### src/rtl/booth_mul_pkg.sv
// rtl/booth_mul_pkg.sv - shared constants and types for the booth_mul multiplier
//
// Contents:
//   DEFAULT_WIDTH   default operand width
//   COUNT_W         iteration counter width for DEFAULT_WIDTH
//   count_width()   iteration counter width for any operand width
//   booth_pair_e    encodings of the Booth pair {Q[0], q_m1}
//   state_e         sequencer states
package booth_mul_pkg;

   localparam int DEFAULT_WIDTH = 8;
   localparam int COUNT_W       = $clog2(DEFAULT_WIDTH);

   // A 1-bit operand would give $clog2() == 0; keep the counter at least 1 bit.
   function automatic int count_width(input int w);
      return (w > 1) ? $clog2(w) : 1;
   endfunction

   typedef enum logic [1:0] {
      BOOTH_NOP0 = 2'b00,
      BOOTH_ADD  = 2'b01,
      BOOTH_SUB  = 2'b10,
      BOOTH_NOP1 = 2'b11
   } booth_pair_e;

   typedef enum logic {
      ST_IDLE = 1'b0,
      ST_RUN  = 1'b1
   } state_e;

endpackage

### src/rtl/booth_mul_if.sv
// rtl/booth_mul_if.sv - start/done handshake bundle between sequencer and booth_mul
//
// Signals (WIDTH-bit operands, 2*WIDTH-bit product split in halves):
//   start    one-cycle request, operands sampled on the same edge
//   inbus1   multiplicand M, signed
//   inbus2   multiplier Q, signed
//   prod_hi  upper half of product
//   prod_lo  lower half of product
//   busy     high while iterating
//   done     one-cycle pulse when the product becomes valid
//   ovf      product exceeds WIDTH signed bits (only with BOOTH_MUL_OVF_EN)
// Modports: master = sequencer side, slave = multiplier side.
interface booth_mul_if
   import booth_mul_pkg::*;
#(
   parameter int WIDTH = DEFAULT_WIDTH
);

   logic             start;
   logic [WIDTH-1:0] inbus1;
   logic [WIDTH-1:0] inbus2;
   logic [WIDTH-1:0] prod_hi;
   logic [WIDTH-1:0] prod_lo;
   logic             busy;
   logic             done;
`ifdef BOOTH_MUL_OVF_EN
   logic             ovf;
`endif

   modport master (
      output start, inbus1, inbus2,
      input  prod_hi, prod_lo, busy, done
`ifdef BOOTH_MUL_OVF_EN
      , input ovf
`endif
   );

   modport slave (
      input  start, inbus1, inbus2,
      output prod_hi, prod_lo, busy, done
`ifdef BOOTH_MUL_OVF_EN
      , output ovf
`endif
   );

endinterface

### src/rtl/parallel_adder.sv
// rtl/parallel_adder.sv - N-bit ripple-free parallel adder with carry in/out
//
// Ports:
//   a, b   N-bit addends
//   cin    carry in
//   sum    N-bit sum
//   cout   carry out
module parallel_adder #(
   parameter int N = 9
) (
   input  logic [N-1:0] a,
   input  logic [N-1:0] b,
   input  logic         cin,
   output logic [N-1:0] sum,
   output logic         cout
);

   logic [N:0] full;

   assign full = {1'b0, a} + {1'b0, b} + {{N{1'b0}}, cin};
   assign sum  = full[N-1:0];
   assign cout = full[N];

endmodule

### src/rtl/booth_mul.sv
// rtl/booth_mul.sv - sequential signed radix-2 Booth multiplier, one step per clock
//
// Ports:
//   clk   rising-edge clock
//   rst   asynchronous active-low reset
//   bus   booth_mul_if.slave: start/inbus1/inbus2 in, prod_hi/prod_lo/busy/done out
// Optional feature: BOOTH_MUL_OVF_EN adds the registered ovf output.
module booth_mul
   import booth_mul_pkg::*;
#(
   parameter int WIDTH = DEFAULT_WIDTH
) (
   input  logic        clk,
   input  logic        rst,
   booth_mul_if.slave  bus
);

   localparam int            CW         = count_width(WIDTH);
   localparam logic [CW-1:0] LAST_COUNT = CW'(WIDTH - 1);

   state_e           state;
   state_e           state_nxt;

   // A and M carry one extra sign bit so that negating M = -2^(WIDTH-1) is exact.
   logic [WIDTH:0]   a_reg;
   logic [WIDTH:0]   m_reg;
   logic [WIDTH-1:0] q_reg;
   logic             q_m1;
   logic [CW-1:0]    count;
   logic             busy_d;

   logic             busy;
   logic             accept;
   logic             last_iter;

   booth_pair_e      pair;
   logic [WIDTH:0]   add_b;
   logic             add_cin;
   logic [WIDTH:0]   add_sum;
   logic             add_cout_unused;
   logic [WIDTH:0]   a_step;
   logic [WIDTH:0]   a_next;
   logic [WIDTH-1:0] q_next;

   // ---------------------------------------------------------------
   // Sequencer: state register / next state / outputs
   // ---------------------------------------------------------------
   always_ff @(posedge clk or negedge rst) begin
      if (!rst) begin
         state <= ST_IDLE;
      end else begin
         state <= state_nxt;
      end
   end

   always_comb begin
      state_nxt = state;
      unique case (state)
         ST_IDLE: if (bus.start) state_nxt = ST_RUN;
         ST_RUN:  if (count == LAST_COUNT) state_nxt = ST_IDLE;
         default: state_nxt = ST_IDLE;
      endcase
   end

   // start is only looked at in IDLE, so a request during RUN is dropped.
   always_comb begin
      busy      = (state == ST_RUN);
      accept    = (state == ST_IDLE) && bus.start;
      last_iter = (state == ST_RUN) && (count == LAST_COUNT);
   end

   // ---------------------------------------------------------------
   // Booth step: one shared adder does both A+M and A-M
   // ---------------------------------------------------------------
   assign pair = booth_pair_e'({q_reg[0], q_m1});

   always_comb begin
      add_b   = m_reg;
      add_cin = 1'b0;
      a_step  = a_reg;
      unique case (pair)
         BOOTH_ADD: begin
            a_step = add_sum;
         end
         BOOTH_SUB: begin
            add_b   = ~m_reg;
            add_cin = 1'b1;
            a_step  = add_sum;
         end
         BOOTH_NOP0, BOOTH_NOP1: begin
            a_step = a_reg;
         end
         default: begin
            a_step = a_reg;
         end
      endcase
   end

   parallel_adder #(
      .N (WIDTH + 1)
   ) u_adder (
      .a    (a_reg),
      .b    (add_b),
      .cin  (add_cin),
      .sum  (add_sum),
      .cout (add_cout_unused)
   );

   // Arithmetic right shift of {A, Q, q_m1}; the bit leaving Q becomes q_m1.
   assign a_next = {a_step[WIDTH], a_step[WIDTH:1]};
   assign q_next = {a_step[0], q_reg[WIDTH-1:1]};

   always_ff @(posedge clk or negedge rst) begin
      if (!rst) begin
         a_reg <= '0;
         q_reg <= '0;
         q_m1  <= 1'b0;
         m_reg <= '0;
         count <= '0;
      end else if (accept) begin
         a_reg <= '0;
         q_reg <= bus.inbus2;
         q_m1  <= 1'b0;
         m_reg <= {bus.inbus1[WIDTH-1], bus.inbus1};
         count <= '0;
      end else if (busy) begin
         a_reg <= a_next;
         q_reg <= q_next;
         q_m1  <= q_reg[0];
         count <= count + CW'(1);
      end
   end

   always_ff @(posedge clk or negedge rst) begin
      if (!rst) begin
         busy_d <= 1'b0;
      end else begin
         busy_d <= busy;
      end
   end

`ifdef BOOTH_MUL_OVF_EN
   // Judged on the values the final shift is about to write, so ovf lands
   // on the same edge as the product.
   logic ovf_reg;

   always_ff @(posedge clk or negedge rst) begin
      if (!rst) begin
         ovf_reg <= 1'b0;
      end else if (accept) begin
         ovf_reg <= 1'b0;
      end else if (last_iter) begin
         ovf_reg <= (a_next[WIDTH-1:0] != {WIDTH{q_next[WIDTH-1]}});
      end
   end

   assign bus.ovf = ovf_reg;
`endif

   // ---------------------------------------------------------------
   // Outputs: registers, or gates on registered busy/busy_d only
   // ---------------------------------------------------------------
   assign bus.prod_hi = a_reg[WIDTH-1:0];
   assign bus.prod_lo = q_reg;
   assign bus.busy    = busy;
   assign bus.done    = !busy && busy_d;

endmodule

### src/flat_wrapper.sv
// flat-port wrapper written by rule: the top's interface ports become plain ports
module booth_mul_flat import booth_mul_pkg::*;
#(
   parameter int WIDTH = DEFAULT_WIDTH
)
  (clk, rst, bus_start, bus_inbus1, bus_inbus2, bus_prod_hi, bus_prod_lo, bus_busy, bus_done);
  booth_mul_if #(.WIDTH(WIDTH)) bus_i ();
  input  logic clk;
  input  logic rst;
  input wire logic [$bits(bus_i.start)-1:0] bus_start;
  input wire logic [$bits(bus_i.inbus1)-1:0] bus_inbus1;
  input wire logic [$bits(bus_i.inbus2)-1:0] bus_inbus2;
  output wire logic [$bits(bus_i.prod_hi)-1:0] bus_prod_hi;
  output wire logic [$bits(bus_i.prod_lo)-1:0] bus_prod_lo;
  output wire logic [$bits(bus_i.busy)-1:0] bus_busy;
  output wire logic [$bits(bus_i.done)-1:0] bus_done;
  assign bus_i.start = bus_start;
  assign bus_i.inbus1 = bus_inbus1;
  assign bus_i.inbus2 = bus_inbus2;
  assign bus_prod_hi = bus_i.prod_hi;
  assign bus_prod_lo = bus_i.prod_lo;
  assign bus_busy = bus_i.busy;
  assign bus_done = bus_i.done;
  booth_mul #(.WIDTH(WIDTH)) u_core (.clk(clk), .rst(rst), .bus(bus_i));
endmodule
### config.mk
export PLATFORM = sky130hd
export DESIGN_NAME = booth_mul_flat
export DESIGN_NICKNAME = d
export VERILOG_FILES = /design/src/rtl/booth_mul_pkg.sv /design/src/rtl/booth_mul_if.sv /design/src/rtl/parallel_adder.sv /design/src/rtl/booth_mul.sv /design/src/flat_wrapper.sv
export SDC_FILE = /design/constraint.sdc
export NUM_CORES = 1
export LEC_CHECK = 0
export ABC_CLOCK_PERIOD_IN_PS = 3200
export BUFFER_PORTS_ARGS = -buffer_cell sky130_fd_sc_hd__buf_2
export CAP_MARGIN = 20
export CORE_AREA = 2 2 44 87
export CTS_CLUSTER_SIZE = 12
export DETAILED_ROUTE_END_ITERATION = 6
export DIE_AREA = 0 0 46 89
export PLACE_DENSITY = 0.88
export SETUP_SLACK_MARGIN = 0.1
export SLEW_MARGIN = 5
export SYNTH_ARGS = -nofsm -noshare
export SYNTH_HDL_FRONTEND = slang
export SYNTH_HIERARCHICAL = 1
export SYNTH_SLANG_ARGS = --single-unit
### constraint.sdc
create_clock -name clk -period 3.2 [get_ports clk]
set_input_delay 0.64 -clock clk [delete_from_list [all_inputs] [get_ports clk]]
set_output_delay 0.64 -clock clk [all_outputs]
set_load 0.01 [all_outputs]
# [Word-level counts from Yosys, hierarchy flattened]
# Cells that the tools add are included.
[totals] word_cells=37 reg_bits=31
[classes] add_sub_neg=3 mux=14 n_eq_ne=4 bitwise_logic=2 reduce_logical=7
[ops] operator="$mux 9" count=3
[ops] operator="$pmux 9 s2" count=1
[ops] operator="$mux 8" count=2
[ops] operator="$add 9x1->9" count=1
[ops] operator="$add 9x9->9" count=1
[ops] operator="$not 9->9" count=1
[ops] operator="$mux 3" count=2
[ops] operator="$mux 1" count=5
[ops] operator="$eq 2x2->1 const B" count=2
[ops] operator="$reduce_or 2->1" count=2
[ops] operator="$add 3x1->3 const B" count=1
[ops] operator="$eq 3x3->1 const B" count=1
[ops] operator="$eq 2x1->1 const B" count=1
[ops] operator="$logic_and 1x1->1" count=2
[ops] operator="$logic_not 2->1" count=1
[ops] operator="$pmux 1 s2" count=1
[ops] operator="$reduce_bool 2->1" count=1
[ops] operator="$logic_not 1->1" count=1
[ops] operator="$not 1->1" count=1

# [Logic depth before layout (Yosys ltp)]
[depth] word_depth=7 depth_mapped=14

# [Hierarchy]
# Netlist, hierarchy kept.
[modules_own_cells] module="booth_mul" cells_per_inst=106 area_per_inst_um2=1425.1 instances=1
[modules_own_cells] module="parallel_adder" cells_per_inst=49 area_per_inst_um2=375.4 instances=1

# [Least setup slack after synthesis]
# Ideal clock, no wire load.
[synth_path] path_type="register to register" from="register u_core.q_reg[0], in the netlist u_core/bus.prod_lo[0]" to="register u_core.a_reg[7]" path_stages_with_launch=14 setup_slack_ns=0.324 required_ns=3.079 period_less_slack_ns=2.876 path_buffers=1 arrival_time_ns=2.755 cell_sequence="dfrtp_1 -> ha_1 -> buf_2 -> xor2_1 -> inv_1 -> fa_1 -> fa_1 -> inv_1 -> a21oi_4 -> o21ai_2 -> o41a_1 -> xor2_1 -> mux2_2 -> a22o_1"
[synth_via] elab_cells_between_ends=13
[synth_lines] item="start, declared" line="booth_mul.sv:27" source="logic [WIDTH-1:0] q_reg;"
[synth_lines] item="start signal, assigned" line="booth_mul.sv:122" source="q_reg <= bus.inbus2;"
[synth_lines] item="start signal, assigned" line="booth_mul.sv:128" source="q_reg <= q_next;"
[synth_lines] item="$eq 2x2->1" line="booth_mul.sv:81" source="unique case (pair)"
[synth_lines] item="$mux 1" line="booth_mul.sv:81"
[synth_lines] item="net u_core.add_cin" line="booth_mul.sv:38" source="logic add_cin;"
[synth_lines] item="$add 9x1->9" line="parallel_adder.sv:20" source="assign full = {1'b0, a} + {1'b0, b} + {{N{1'b0}}, cin};"
[synth_lines] item="net u_core.add_sum[8]" line="booth_mul.sv:39" source="logic [WIDTH:0] add_sum;"
[synth_lines] item="$pmux 9 s2" line="booth_mul.sv:81"
[synth_lines] item="$mux 9" line="booth_mul.sv:126" source="end else if (busy) begin"
[synth_lines] item="$mux 9" line="booth_mul.sv:120" source="end else if (accept) begin"
[synth_lines] item="end signal, assigned" line="booth_mul.sv:127" source="a_reg <= a_next;"
[synth_lines] item="end, declared" line="booth_mul.sv:25" source="logic [WIDTH:0] a_reg;"
# The timed path passes the listed nets, and every way through them passes these cells. The select of a mux whose other input is x is not followed.
# A chain may end at the register's enable or synchronous reset.

# [Final worst setup path]
# Same ends and word-level chain as after synthesis.

==> metrics.txt <==
# TYPE chip_impl_metric gauge
chip_impl_metric{name="max-clock-path-buffers",unit=""} 2
chip_impl_metric{name="postSynthAreaPerCell",unit="um2"} 11.8
chip_impl_info{name="clock_tree_root_driver_cell",value="sky130_fd_sc_hd__clkbuf_8"} 1
chip_impl_info{name="grt_most_used_layer",value="met2"} 1
chip_impl_info{name="cp_cell_sequence",value="ha_1 > xor2_1 > inv_1 > fa_1 > fa_1 > inv_1 > a21oi_4 > o21ai_2 > o41a_1 > xor2_1 > mux2_2 > a22o_1"} 1
chip_impl_metric{name="groute.usage.overall",unit=""} 0.201
chip_impl_metric{name="n_antenna_cell",unit=""} 0
chip_impl_metric{name="cts_buffers",unit=""} 5
chip_impl_metric{name="vias_per_cell",unit=""} 5.90
chip_impl_metric{name="post-route-util",unit=""} 0.609
chip_impl_metric{name="filler_cell_count",unit=""} 286
chip_impl_metric{name="setup_tns",unit="ns"} 0
chip_impl_metric{name="area_delta_synth_final",unit="%"} 15.2
chip_impl_metric{name="count_of_antenna_violating_nets_left_after_detailed_routing",unit=""} 0
chip_impl_metric{name="post_cts_buffers",unit=""} 0
chip_impl_info{name="critical_path.startpoint_type",value="register"} 1
chip_impl_info{name="hold_path_class",value="in -> async"} 1
chip_impl_metric{name="area_of_the_placeable_core",unit="um2"} 3380
chip_impl_metric{name="grt_pass1_wl",unit="um"} 5880
chip_impl_metric{name="worst-path-buf-inv",unit=""} 2
chip_impl_metric{name="placed_cell_area",unit="um2"} 1970
chip_impl_metric{name="synth.net_count",unit=""} 184
chip_impl_metric{name="floorplan.initialDensity",unit=""} 0.529
chip_impl_metric{name="post_route_cells_drive_above_1_share",unit=""} 0.347
chip_impl_metric{name="io_pins",unit=""} 37
chip_impl_metric{name="via_count",unit=""} 1309
chip_impl_metric{name="cpPeakStageDelay",unit="ns"} 0.42
chip_impl_metric{name="final_period_minus_worst_setup_slack",unit="ns"} 2.81
chip_impl_metric{name="finalWeightedCongestion",unit=""} 0.917
chip_impl_info{name="crit_type",value="reg -> reg"} 1
chip_impl_info{name="critPathCaptureType",value="register"} 1
chip_impl_metric{name="setup_viol",unit=""} 0
chip_impl_info{name="run_status",value="complete, no violations"} 1
chip_impl_metric{name="grt_util_met3",unit=""} 0.0525
chip_impl_metric{name="drt_pre_antenna_iters",unit=""} 4
chip_impl_metric{name="route.detailed.drc",unit=""} 0
chip_impl_metric{name="grt_max_degree",unit=""} 31
chip_impl_metric{name="critical_path_peak_fanout",unit=""} 4
chip_impl_metric{name="path_clk_slew",unit="ns"} 0.07
chip_impl_info{name="cts_tree",value="built"} 1
chip_impl_metric{name="required",unit="ns"} 3.38
chip_impl_metric{name="synthesis.instances",unit=""} 152
chip_impl_metric{name="cts_htree_levels",unit=""} 2
chip_impl_metric{name="wl",unit="um"} 3660
chip_impl_metric{name="cts-resized-gates",unit=""} 0
chip_impl_metric{name="final_design_area_no_fill",unit="um2"} 2060
chip_impl_metric{name="routedWlPerCell",unit="um"} 16.5
chip_impl_metric{name="drt_first_iter_violations",unit=""} 46
chip_impl_metric{name="met2_usage_grt",unit=""} 0.337
chip_impl_metric{name="globalRouteOverflowTotal",unit=""} 0
chip_impl_metric{name="num-nets-final",unit=""} 221
chip_impl_metric{name="grt.met1_usage",unit=""} 0.218
chip_impl_metric{name="clkSinkCount",unit=""} 30
chip_impl_metric{name="cap_viol_max_count",unit=""} 0
chip_impl_info{name="critical-path-slowest-cell",value="sky130_fd_sc_hd__dfrtp_1"} 1
chip_impl_metric{name="die-area",unit="um2"} 4090
chip_impl_metric{name="cp_data_arrival_time",unit="ns"} 2.99
chip_impl_metric{name="slew_at_the_pin_with_the_worst_max_slew_slack",unit="ns"} 0.932
chip_impl_metric{name="regArea",unit="um2"} 751
chip_impl_metric{name="post_synth_instance_area",unit="um2"} 1790
chip_impl_metric{name="finalHoldViolations",unit=""} 0
chip_impl_metric{name="num_rows",unit=""} 30
chip_impl_metric{name="count_of_final_max_slew_check_failures",unit=""} 0
chip_impl_metric{name="post_route_skew",unit="ns"} 0.00949
chip_impl_metric{name="grt_pass1_vias",unit=""} 1350
chip_impl_metric{name="antenna_violations_before_repair",unit=""} 0
chip_impl_metric{name="clock.fmax",unit="GHz"} 0.355
chip_impl_metric{name="insertion_delay",unit="ns"} 0.29
chip_impl_info{name="grt_setup_unrepaired",value="false"} 1
chip_impl_metric{name="multi_input_comb_area",unit="um2"} 943
chip_impl_metric{name="detailedPlacementHpwl",unit="um"} 2610
chip_impl_metric{name="die_w",unit="um"} 46
chip_impl_metric{name="io_buffers",unit=""} 36
chip_impl_metric{name="final.period_utilization",unit=""} 0.879
chip_impl_metric{name="cts_hold_buffers",unit=""} 0
chip_impl_info{name="critPathTopFamily",value="adder cells"} 1
chip_impl_metric{name="ys.warnings.count",unit=""} 6
chip_impl_metric{name="die_y",unit="um"} 89
chip_impl_metric{name="timing.max_slew.rel_slack",unit=""} 0.376
==> worst paths after layout <==
check / startpoint / end / slack (ns) / cells past startpoint
worst max-delay path: u_core/bus.prod_lo[0]$_DFFE_PN0P_ / u_core/a_reg[7]$_DFFE_PN0P_ / 0.39 / 12
worst min-delay path: rst / u_core/m_reg[2]$_DFFE_PN0P_ / 0.37 / 1
worst max register to register: u_core/bus.prod_lo[0]$_DFFE_PN0P_ / u_core/a_reg[7]$_DFFE_PN0P_ / 0.39 / 12
worst min register to register: u_core/bus.prod_lo[5]$_DFFE_PN0P_ / u_core/bus.prod_lo[4]$_DFFE_PN0P_ / 0.52 / 2
max in group asynchronous: rst / u_core/a_reg[4]$_DFFE_PN0P_ / 2.40 / 1
min in group clk: u_core/bus.prod_lo[5]$_DFFE_PN0P_ / u_core/bus.prod_lo[4]$_DFFE_PN0P_ / 0.52 / 2
==> through the flow <==
step | instances | setup slack, ns | hold WS [ns]
2_1_floorplan | 152 | 0.324 | 0.344
3_3_place_gp | 214 | 0.491 | 0.484
3_5_place_dp | 214 | 0.383 | 0.494
4_1_cts | 222 | 0.390 | 0.398
5_1_grt | 222 | 0.232 | 0.436
6_report | 222 | 0.387 | 0.370
==> layer usage <==
metal	wire, um	up-vias
met5	0	-
met4	178	0
met3	201	18
met2	1950	55
met1	1330	638
li1	-	598
==> cell type report <==
class,count,area share
flip-flops and latches,30,0.365
clock inverters,1,0.00243
well taps,32,0.0195
repair buffers,38,0.0948
multi-input cells,104,0.458
inverters,10,0.0182
clock buffers,7,0.0419
==> layout by cell type (no fill, tap or decap), drive strengths merged <==
| master | count |
|---|---|
| nand2 | 9 |
| ha | 11 |
| mux2 | 17 |
| a21oi | 5 |
| clkbuf | 7 |
| clkinv | 1 |
| nand2b | 1 |
| nand3 | 2 |
| fa | 2 |
| o21ai | 9 |
| nor2b | 3 |
| a31oi | 1 |
| xnor2 | 5 |
| dfrtp | 30 |
| xor2 | 10 |
| and4 | 1 |
| a22o | 11 |
| inv | 10 |
| nor2 | 4 |
| nor3 | 1 |
| mux2i | 10 |
| a21o | 1 |
| o41a | 1 |
| buf | 38 |
Power is not shown: default switching activity piles up to over one toggle a cycle in this logic, so the estimate is an artifact.
